### src/rtl/remap_ctrl_pkg.sv
// Shared state and error-index definitions for the remapper frame sequencer.
package remap_ctrl_pkg;

  typedef enum logic [1:0] {
    IDLE,
    PASS,
    FLUSH
  } ctrl_state_t;

  localparam int ERR_SOF_ABORT = 2;
  localparam int ERR_EOL       = 1;
  localparam int ERR_CFG       = 0;

endpackage

### src/rtl/axis_reg_slice.sv
// Single-entry valid/ready register slice; output is fully registered.
module axis_reg_slice #(
  parameter int W = 10
) (
  input  logic         i_clk,
  input  logic         i_rst_n,
  input  logic         i_valid,
  output logic         o_ready,
  input  logic [W-1:0] i_data,
  output logic         o_valid,
  input  logic         i_ready,
  output logic [W-1:0] o_data
);

  logic         r_valid;
  logic [W-1:0] r_data;

  assign o_ready = ~r_valid | i_ready;
  assign o_valid = r_valid;
  assign o_data  = r_data;

  always_ff @(posedge i_clk or negedge i_rst_n) begin
    if (!i_rst_n) begin
      r_valid <= 1'b0;
      r_data  <= '0;
    end else if (o_ready) begin
      r_valid <= i_valid;
      if (i_valid) r_data <= i_data;
    end
  end

endmodule

### src/rtl/remap_frame_ctrl.sv
// Frame sequencer in front of the 12k remapper: admits, reframes and pads frames.
// Optional REMAP_FRAME_STATS_EN adds completed/dropped frame counters.
module remap_frame_ctrl
  import remap_ctrl_pkg::*;
#(
  parameter int DATA_WIDTH       = 8,
  parameter int DIM_WIDTH        = 16,
  parameter int IMAGE_KERNEL_12K = 64
) (
  input  logic                  i_clk,
  input  logic                  i_aresetn,
  input  logic                  i_enable,
  input  logic [DIM_WIDTH-1:0]  WIDTH,
  input  logic [DIM_WIDTH-1:0]  HEIGHT,
  input  logic [DATA_WIDTH-1:0] s_axis_tdata,
  input  logic                  s_axis_tvalid,
  input  logic                  s_axis_tuser,
  input  logic                  s_axis_tlast,
  output logic                  s_axis_tready,
  output logic [DATA_WIDTH-1:0] m_axis_tdata,
  output logic                  m_axis_tvalid,
  output logic                  m_axis_tuser,
  output logic                  m_axis_tlast,
  input  logic                  m_axis_tready,
  output logic                  o_busy,
  output logic                  o_frame_done,
  output logic [2:0]            o_err
`ifdef REMAP_FRAME_STATS_EN
  ,
  output logic [31:0]           o_frame_cnt,
  output logic [31:0]           o_drop_cnt
`endif
);

  localparam logic [DIM_WIDTH-1:0] KERN = DIM_WIDTH'(IMAGE_KERNEL_12K);
  localparam int PW = DATA_WIDTH + 2;

  ctrl_state_t          r_state;
  ctrl_state_t          w_next;
  logic [DIM_WIDTH-1:0] r_x;
  logic [DIM_WIDTH-1:0] r_y;
  logic [DIM_WIDTH-1:0] r_wm1;
  logic [DIM_WIDTH-1:0] r_hm1;
  logic                 r_last_pend;
  logic [2:0]           r_err;

  logic                  w_cfg_ok;
  logic                  w_x_end;
  logic                  w_y_end;
  logic                  w_mid;
  logic                  w_slice_rdy;
  logic                  w_s_rdy;
  logic                  w_in_valid;
  logic [DATA_WIDTH-1:0] w_in_data;
  logic                  w_in_user;
  logic                  w_in_last;
  logic                  w_start;
  logic                  w_adv;
  logic                  w_end;
  logic                  w_e_abort;
  logic                  w_e_eol;
  logic                  w_e_cfg;
  logic                  w_leave;
  logic [PW-1:0]         w_m_pay;

  assign w_cfg_ok = (WIDTH != '0) && ((WIDTH % KERN) == '0) &&
                    (HEIGHT != '0);
  assign w_x_end  = (r_x == r_wm1);
  assign w_y_end  = (r_y == r_hm1);
  assign w_mid    = (r_x != '0) || (r_y != '0);

  always_comb begin
    w_next     = r_state;
    w_s_rdy    = 1'b0;
    w_in_valid = 1'b0;
    w_in_data  = '0;
    w_in_user  = 1'b0;
    w_in_last  = 1'b0;
    w_start    = 1'b0;
    w_adv      = 1'b0;
    w_end      = 1'b0;
    w_e_abort  = 1'b0;
    w_e_eol    = 1'b0;
    w_e_cfg    = 1'b0;
    unique case (r_state)
      IDLE: begin
        w_s_rdy = w_slice_rdy;
        if (s_axis_tvalid && w_slice_rdy && s_axis_tuser) begin
          if (i_enable && w_cfg_ok) begin
            w_in_valid = 1'b1;
            w_in_data  = s_axis_tdata;
            w_in_user  = 1'b1;
            w_start    = 1'b1;
            w_e_eol    = s_axis_tlast;
            w_next     = PASS;
          end else if (i_enable) begin
            w_e_cfg = 1'b1;
          end
        end
      end
      PASS: begin
        // A mid-frame SOF is held off; the frame is padded out first.
        if (s_axis_tvalid && s_axis_tuser && w_mid) begin
          w_e_abort = 1'b1;
          w_next    = FLUSH;
        end else begin
          w_s_rdy = w_slice_rdy;
          if (s_axis_tvalid && w_slice_rdy) begin
            w_in_valid = 1'b1;
            w_in_data  = s_axis_tdata;
            w_in_last  = w_x_end;
            w_adv      = 1'b1;
            w_e_eol    = (s_axis_tlast != w_x_end);
            if (w_x_end && w_y_end) begin
              w_end  = 1'b1;
              w_next = IDLE;
            end
          end
        end
      end
      FLUSH: begin
        w_in_valid = 1'b1;
        w_in_last  = w_x_end;
        if (w_slice_rdy) begin
          w_adv = 1'b1;
          if (w_x_end && w_y_end) w_next = IDLE;
        end
      end
      default: w_next = IDLE;
    endcase
  end

  always_ff @(posedge i_clk or negedge i_aresetn) begin
    if (!i_aresetn) begin
      r_state <= IDLE;
      r_x     <= '0;
      r_y     <= '0;
      r_wm1   <= '0;
      r_hm1   <= '0;
    end else begin
      r_state <= w_next;
      if (w_start) begin
        r_x   <= DIM_WIDTH'(1);
        r_y   <= '0;
        r_wm1 <= WIDTH - 1'b1;
        r_hm1 <= HEIGHT - 1'b1;
      end else if (w_adv) begin
        if (w_x_end) begin
          r_x <= '0;
          r_y <= w_y_end ? '0 : r_y + 1'b1;
        end else begin
          r_x <= r_x + 1'b1;
        end
      end
    end
  end

  assign w_leave = m_axis_tvalid & m_axis_tready;

  // Marks that the beat sitting in the slice closes a completed frame.
  always_ff @(posedge i_clk or negedge i_aresetn) begin
    if (!i_aresetn) begin
      r_last_pend <= 1'b0;
      r_err       <= '0;
    end else begin
      if (w_end) r_last_pend <= 1'b1;
      else if (w_leave) r_last_pend <= 1'b0;
      r_err[ERR_SOF_ABORT] <= w_e_abort;
      r_err[ERR_EOL]       <= w_e_eol;
      r_err[ERR_CFG]       <= w_e_cfg;
    end
  end

  axis_reg_slice #(.W(PW)) u_slice (
    .i_clk   (i_clk),
    .i_rst_n (i_aresetn),
    .i_valid (w_in_valid),
    .o_ready (w_slice_rdy),
    .i_data  ({w_in_user, w_in_last, w_in_data}),
    .o_valid (m_axis_tvalid),
    .i_ready (m_axis_tready),
    .o_data  (w_m_pay)
  );

  assign m_axis_tuser  = w_m_pay[PW-1];
  assign m_axis_tlast  = w_m_pay[PW-2];
  assign m_axis_tdata  = w_m_pay[DATA_WIDTH-1:0];
  assign s_axis_tready = w_s_rdy & i_aresetn;
  assign o_busy        = (r_state != IDLE);
  assign o_frame_done  = w_leave & r_last_pend;
  assign o_err         = r_err;

`ifdef REMAP_FRAME_STATS_EN
  logic [31:0] r_frame_cnt;
  logic [31:0] r_drop_cnt;

  always_ff @(posedge i_clk or negedge i_aresetn) begin
    if (!i_aresetn) begin
      r_frame_cnt <= '0;
      r_drop_cnt  <= '0;
    end else begin
      if (o_frame_done) r_frame_cnt <= r_frame_cnt + 1'b1;
      if (w_e_abort || w_e_cfg) r_drop_cnt <= r_drop_cnt + 1'b1;
    end
  end

  assign o_frame_cnt = r_frame_cnt;
  assign o_drop_cnt  = r_drop_cnt;
`endif

endmodule
### config.mk
export PLATFORM = sky130hd
export DESIGN_NAME = remap_frame_ctrl
export DESIGN_NICKNAME = d
export VERILOG_FILES = /design/src/rtl/remap_ctrl_pkg.sv /design/src/rtl/axis_reg_slice.sv /design/src/rtl/remap_frame_ctrl.sv
export SDC_FILE = /design/constraint.sdc
export NUM_CORES = 1
export LEC_CHECK = 0
export BUFFER_PORTS_ARGS = -buffer_cell sky130_fd_sc_hd__buf_2
export CORE_MARGIN = 2
export CORE_UTILIZATION = 50
export DETAILED_ROUTE_END_ITERATION = 7
export PLACE_DENSITY = 0.76
export SYNTH_ARGS = -nofsm -noshare
export SYNTH_HDL_FRONTEND = slang
export SYNTH_SLANG_ARGS = --single-unit
### constraint.sdc
create_clock -name i_clk -period 2.11 [get_ports i_clk]
set_clock_uncertainty 0.1 [all_clocks]
set_input_delay 0.211 -clock i_clk [delete_from_list [all_inputs] [get_ports i_clk]]
set_output_delay 0.211 -clock i_clk [all_outputs]
set_load 0.005 [all_outputs]
**Word level (Yosys, flattened, before mapping)**

Index checks and enable logic that the tools add are counted.

- $add $sub $neg: 4
- Equality and inequality tests: 9
- Muxes and demuxes: 49
- Bitwise operators: 5
- Reduce and logical (&&, ||, !) cells: 22

Operators with widths:

| cell | count |
|---|---|
| $mux 16 | 7 |
| $reduce_bool 16->1 | 4 |
| $add 16x1->16 const B | 2 |
| $eq 16x16->1 | 2 |
| $mux 8 | 4 |
| $sub 16x1->16 const B | 2 |
| $mux 1 | 25 |
| $logic_not 16->1 | 1 |
| $pmux 8 s2 | 1 |
| $mux 2 | 6 |
| $logic_and 1x1->1 | 8 |
| $pmux 1 s2 | 4 |
| $reduce_bool 2->1 | 4 |
| $ne 2x2->1 const B | 3 |
| $pmux 2 s3 | 1 |
| $reduce_and 2->1 | 2 |
| $reduce_and 4->1 | 1 |
| $and 1x1->1 | 3 |
| $ne 3x3->1 const B | 1 |
| $pmux 1 s3 | 1 |
| $eq 2x1->1 const B | 1 |
| $eq 2x2->1 const B | 1 |
| $logic_not 2->1 | 1 |
| $logic_or 1x1->1 | 1 |
| 3 further kinds | 3 |

- Register bits after elaboration: 81
- Bits of input ports: 47
- Output and inout bits: 17
- Word-level logic and storage cells: 98

**Depth between registers and ports, before layout**

- Depth in word-level cells: 9
- Depth in mapped cells: 10
- Gate-level depth less buffers: 8

**By module**

From an unflattened synthesis, not the netlist that was laid out.

- Cells, all modules: 537
- Area, all modules: 5,023.6 µm²

Modules (own cells, without submodules):

| module | times used | cells an instance | area an instance (µm²) | seq. area each (µm²) |
|---|---|---|---|---|
| remap_frame_ctrl | 1 | 513 | 4,558.1 | 1,751.7 |
| axis_reg_slice | 1 | 24 | 465.4 | 275.3 |

**Worst setup path before layout**

Ideal clock, no wire load.

- Path type: reg2reg
- Start point: register r_y[8]
- End point: register r_y[8]
- Data arrival time: 2.074 ns
- Required time: 1.889 ns
- Setup slack: -0.185 ns
- Cell stages (with the launch flop): 9
- Cell sequence: dfrtp_1 -> or4_1 -> nor2_1 -> a31o_4 -> a31oi_4 -> o21ba_1 -> buf_6 -> buf_6 -> a22o_1

- Longest elaborated chain between the ends: 7

Ends and longest elaborated chain:

| item | RTL line | source |
|---|---|---|
| from (decl) | remap_frame_ctrl.sv:41 | `logic [DIM_WIDTH-1:0] r_y;` |
| from (signal assigned) | remap_frame_ctrl.sv:150 | `r_y <= w_y_end ? '0 : r_y + 1'b1;` |
| branches (longest 7 deep; another with $add 16x1->16) | - |  |

Parallel ways; which one is timed is not known. The select of a mux whose other input is x is not followed.
A chain may end at the register's enable or synchronous reset.

**Worst setup path in the final report**

- Start point: register r_x[5]
- End point: register r_y[3]

- Longest elaborated chain between the ends: 7

Ends and longest elaborated chain:

| item | RTL line | source |
|---|---|---|
| from (decl) | remap_frame_ctrl.sv:40 | `logic [DIM_WIDTH-1:0] r_x;` |
| from (signal assigned) | remap_frame_ctrl.sv:152 | `r_x <= r_x + 1'b1;` |
| $reduce_bool 16->1 | remap_frame_ctrl.sv:70 | `assign w_mid = (r_x != '0) \|\| (r_y != '0);` |
| $logic_or 1x1->1 | remap_frame_ctrl.sv:70 |  |
| $logic_and 1x1->1 | remap_frame_ctrl.sv:103 | `if (s_axis_tvalid && s_axis_tuser && w_mid) begin` |
| $mux 1 | remap_frame_ctrl.sv:103 |  |
| $pmux 1 s2 | remap_frame_ctrl.sv:85 | `unique case (r_state)` |
| $reduce_bool 2->1 (no source line) | - |  |
| $reduce_and 2->1 (no source line) * | - |  |

Every way passes the cells marked *; elsewhere a longest branch is shown, timed or not.

==> impl_metrics.tcl <==
set metrics [dict create \
    status "finished, violations left" \
    failed_checks "negative setup slack" \
    htree_levels 3 \
    rr_worst_depth 7 \
    fp.dieH_um 104.3 \
    rsz0062_at_grt "true" \
    crit_slowest_cell "xnor2_1" \
    worstHoldPathCells 3 \
    synth_edf_count 0 \
    via_count 6239 \
    synth.area.top_cells "dfrtp_1, xnor2_1, nand2_1, a22o_1, o21ai_0" \
    p_leak_nw 3.355 \
    layout-drive-gt1-share_pct 42.90 \
    firstDrtPassIters 5 \
    cts.sinks 81 \
    clock_latency_ps 390 \
    cts_made_buffers 9 \
    synth_flop_cell "dfrtp_1" \
    die_area_um2 10880 \
    syn-cell-area_um2 5032 \
    r2r_end "r_y[3]" \
    ant_nets 0 \
    io_pins 64 \
    yosysWarnings 0 \
    cpPeakStageDelay_ps 510 \
    finalCriticalPeriod_ps 2838 \
    yosysSeqAreaShare_pct 40.28 \
    crit_path_start_kind "register" \
    hp-class "primary input to register" \
    period_share_pct 134.5 \
    syn_nets 602 \
    final_max_slew_viol_count 0 \
    worstPathMaxFanout 15 \
    synth_seq_cells 81 \
    setup_viol 79 \
    hpwl_um 10180 \
    diodes 0 \
    crit_chain "xnor2_1 > nand4_1 > nor4_4 > buf_4 > nor2_4 > o32ai_1 > a22o_1" \
    synth.most_common_cell "dfrtp_1" \
    grt_overflow 0 \
    wl_um 23320 \
    area_growth_pct 50.02 \
    path_class "register to register" \
    avgSynthCellArea_um2 9.234 \
    p_per_area_nw_per_um2 1018 \
    synth_common_cells "dfrtp_1, nand2_1, xnor2_1" \
    final_cells 886 \
    syn_inst 545 \
    maxCapViolCount 0 \
    setup_slack_ps -727.6 \
    ir_drop_v 0.0007286 \
    drc 0 \
    finalCoreUtilization_pct 77.24 \
    worst_r2r_startpoint "r_x[5]" \
    worst_setup_path_end_kind "register" \
    grtUsageTotal_pct 28.96 \
    tightest_slew_ps 797.4 \
    yosysUniqueCellTypes 67 \
    wl_per_cell_um 26.32 \
    nets 805 \
    path_clk_slew_ps 100 \
    clk_path_buf_depth 2 \
    first_global_vias 5265 \
    post-place-ws_ps -474.3 \
    row_count 36 \
    die_width_um 104.3 \
    grt_max_degree 65 \
    ctsRootBufferMaster "clkbuf_8" \
    dr.first_iter.drc_count 902 \
    min-delay-start "WIDTH[14]" \
    clock.fmax_mhz 352.4 \
    synth_top_area_share_pct 40.28 \
    fin_tns_setup_ps -27820 \
    grt_pass1_wl_um 25340 \
    vias_per_cell 7.042 \
    cp_data_required_time_ps 2330 \
    r2r_setup_slack_ps -730 \
    gp_congestion 0.9009 \
    start_util_pct 51.48 \
    slew-limit-headroom_pct 46.64 \
    async_reset_ff_share_pct 100.0 \
    cts_tree "yes" \
    portBuffers 63 \
    hold_end "r_wm1[14]" \
    antenna_found_initial 0 \
    core_area_um2 9774 \
    critical_path_arrival_ps 3060 \
    synth_top_area_cell "dfrtp_1" \
    hold_viol 0 \
    placed_cells 823 \
]
-- final cells by class --
class                   count  area, um^2
repair buffers            218        1754
inverters                  17       63.81
flip-flops and latches     81        2027
fillers                   485        2225
clock inverters             7       118.9
well taps                 133       166.4
clock buffers               9       123.9
multi-input cells         421        3296
-- critical path: cells and delay by family (launching register included) --
| kind | cells | cell delay [ps] |
|---|---|---|
| AO/OA/AOI/OAI | 2 | 540 |
| flip-flops | 1 | 470 |
| XOR/XNOR | 1 | 510 |
| buffers and inverters | 1 | 280 |
| AND/OR/NAND/NOR | 3 | 870 |
-- worst max-delay path by stage --
stage               slack (ps)            end  depth (start not counted)  startpoint
global route              -770         r_y[3]                          7      r_x[5]
detailed placement        -470         r_y[9]                         10    WIDTH[0]
floorplan                 -180         r_y[8]                          8      r_y[5]
CTS                       -380  s_axis_tready                          9      r_x[0]
finish                    -730         r_y[3]                          7      r_x[5]
global placement          -450        r_y[12]                         10    WIDTH[0]
-- logic make-up (layout without fill, tap and decap cells) --
logic type | after synthesis | in the layout | share of synthesized area (%)
flops | 81 | 81 | 40.28
buf+inv | 45 | 251 | 4.226
xor+xnor | 56 | 56 | 9.746
simple gates | 223 | 224 | 24.74
mux | 3 | 3 | 0.6216
fa+ha+maj | 10 | 10 | 2.486
compound gates | 127 | 128 | 17.90
-- power breakdown --
group | internal, W | leakage [nW] | switching, W
logic | 0.00189 | 2.20 | 0.00236
clock network | 0.000787 | 0.115 | 0.000710
registers | 0.00176 | 1.04 | 0.000185
-- layout by cell type, fill, tap and decap left out, types with 4 or more instances in the layout --
master	n
inv_2	4
nor3_1	10
nand2_1	41
nand2_4	13
clkbuf_16	5
clkbuf_8	9
nor2_1	30
buf_6	26
xor2_1	5
a21oi_2	6
a21oi_1	10
a22o_1	24
dlygate4sd3_1	10
and2_1	4
a31oi_1	4
o21a_1	4
and3_1	8
buf_12	5
buf_2	62
ha_1	7
or3b_1	4
nand3_1	13
o31ai_1	9
or4_4	5
o21ai_1	17
o21ai_0	12
xnor2_1	51
o21ai_2	13
nor4_1	12
nand2_2	14
nand4_1	13
nor4_4	4
inv_1	13
nor2b_1	4
buf_4	110
or4_1	6
or3_1	12
dfrtp_1	81
-- layer usage --
metal / part of all wire (%) / vias up / routed length, um / GRT usage [%]
li1: - / 2387 / - / -
met1: 32 / 2860 / 7526 / 35.84
met2: 45 / 733 / 10380 / 48.37
met3: 13 / 259 / 2985 / 6.203
met4: 10 / 0 / 2426 / 13.22
met5: 0 / - / 0 / 0
-- sequential cells by signal, summed over array words and instances, names as in the netlist --
signal           cells
r_y                 16
o_err                3
u_slice.o_data      10
u_slice.o_valid      1
r_x                 16
r_last_pend          1
r_wm1               16
r_state              2
r_hm1               16
-- through the flow --
stage                     instance area (um^2)  total power, W  hold slack, ps
after CTS                                 6945        0.006540           50.23
after global placement                    6265        0.004686           3.103
after floorplan                           5050        0.003628          -184.6
final                                     7550        0.007686           67.38
after detailed placement                  6265        0.004811           7.015
after global routing                      7550        0.007847           63.87
-- what timing repair did --
item | 4_1_cts | 5_1_grt
setup endpoints to repair | 48 | 80
resized for setup | 46 | 116
pin swaps | 21 | 54
hold buffers | 10 | 0
cloned | 2 | 7
endpoints found under the hold margin | 90 | 0
setup buffers | 17 | 17
(Power assumes the default switching activity.)
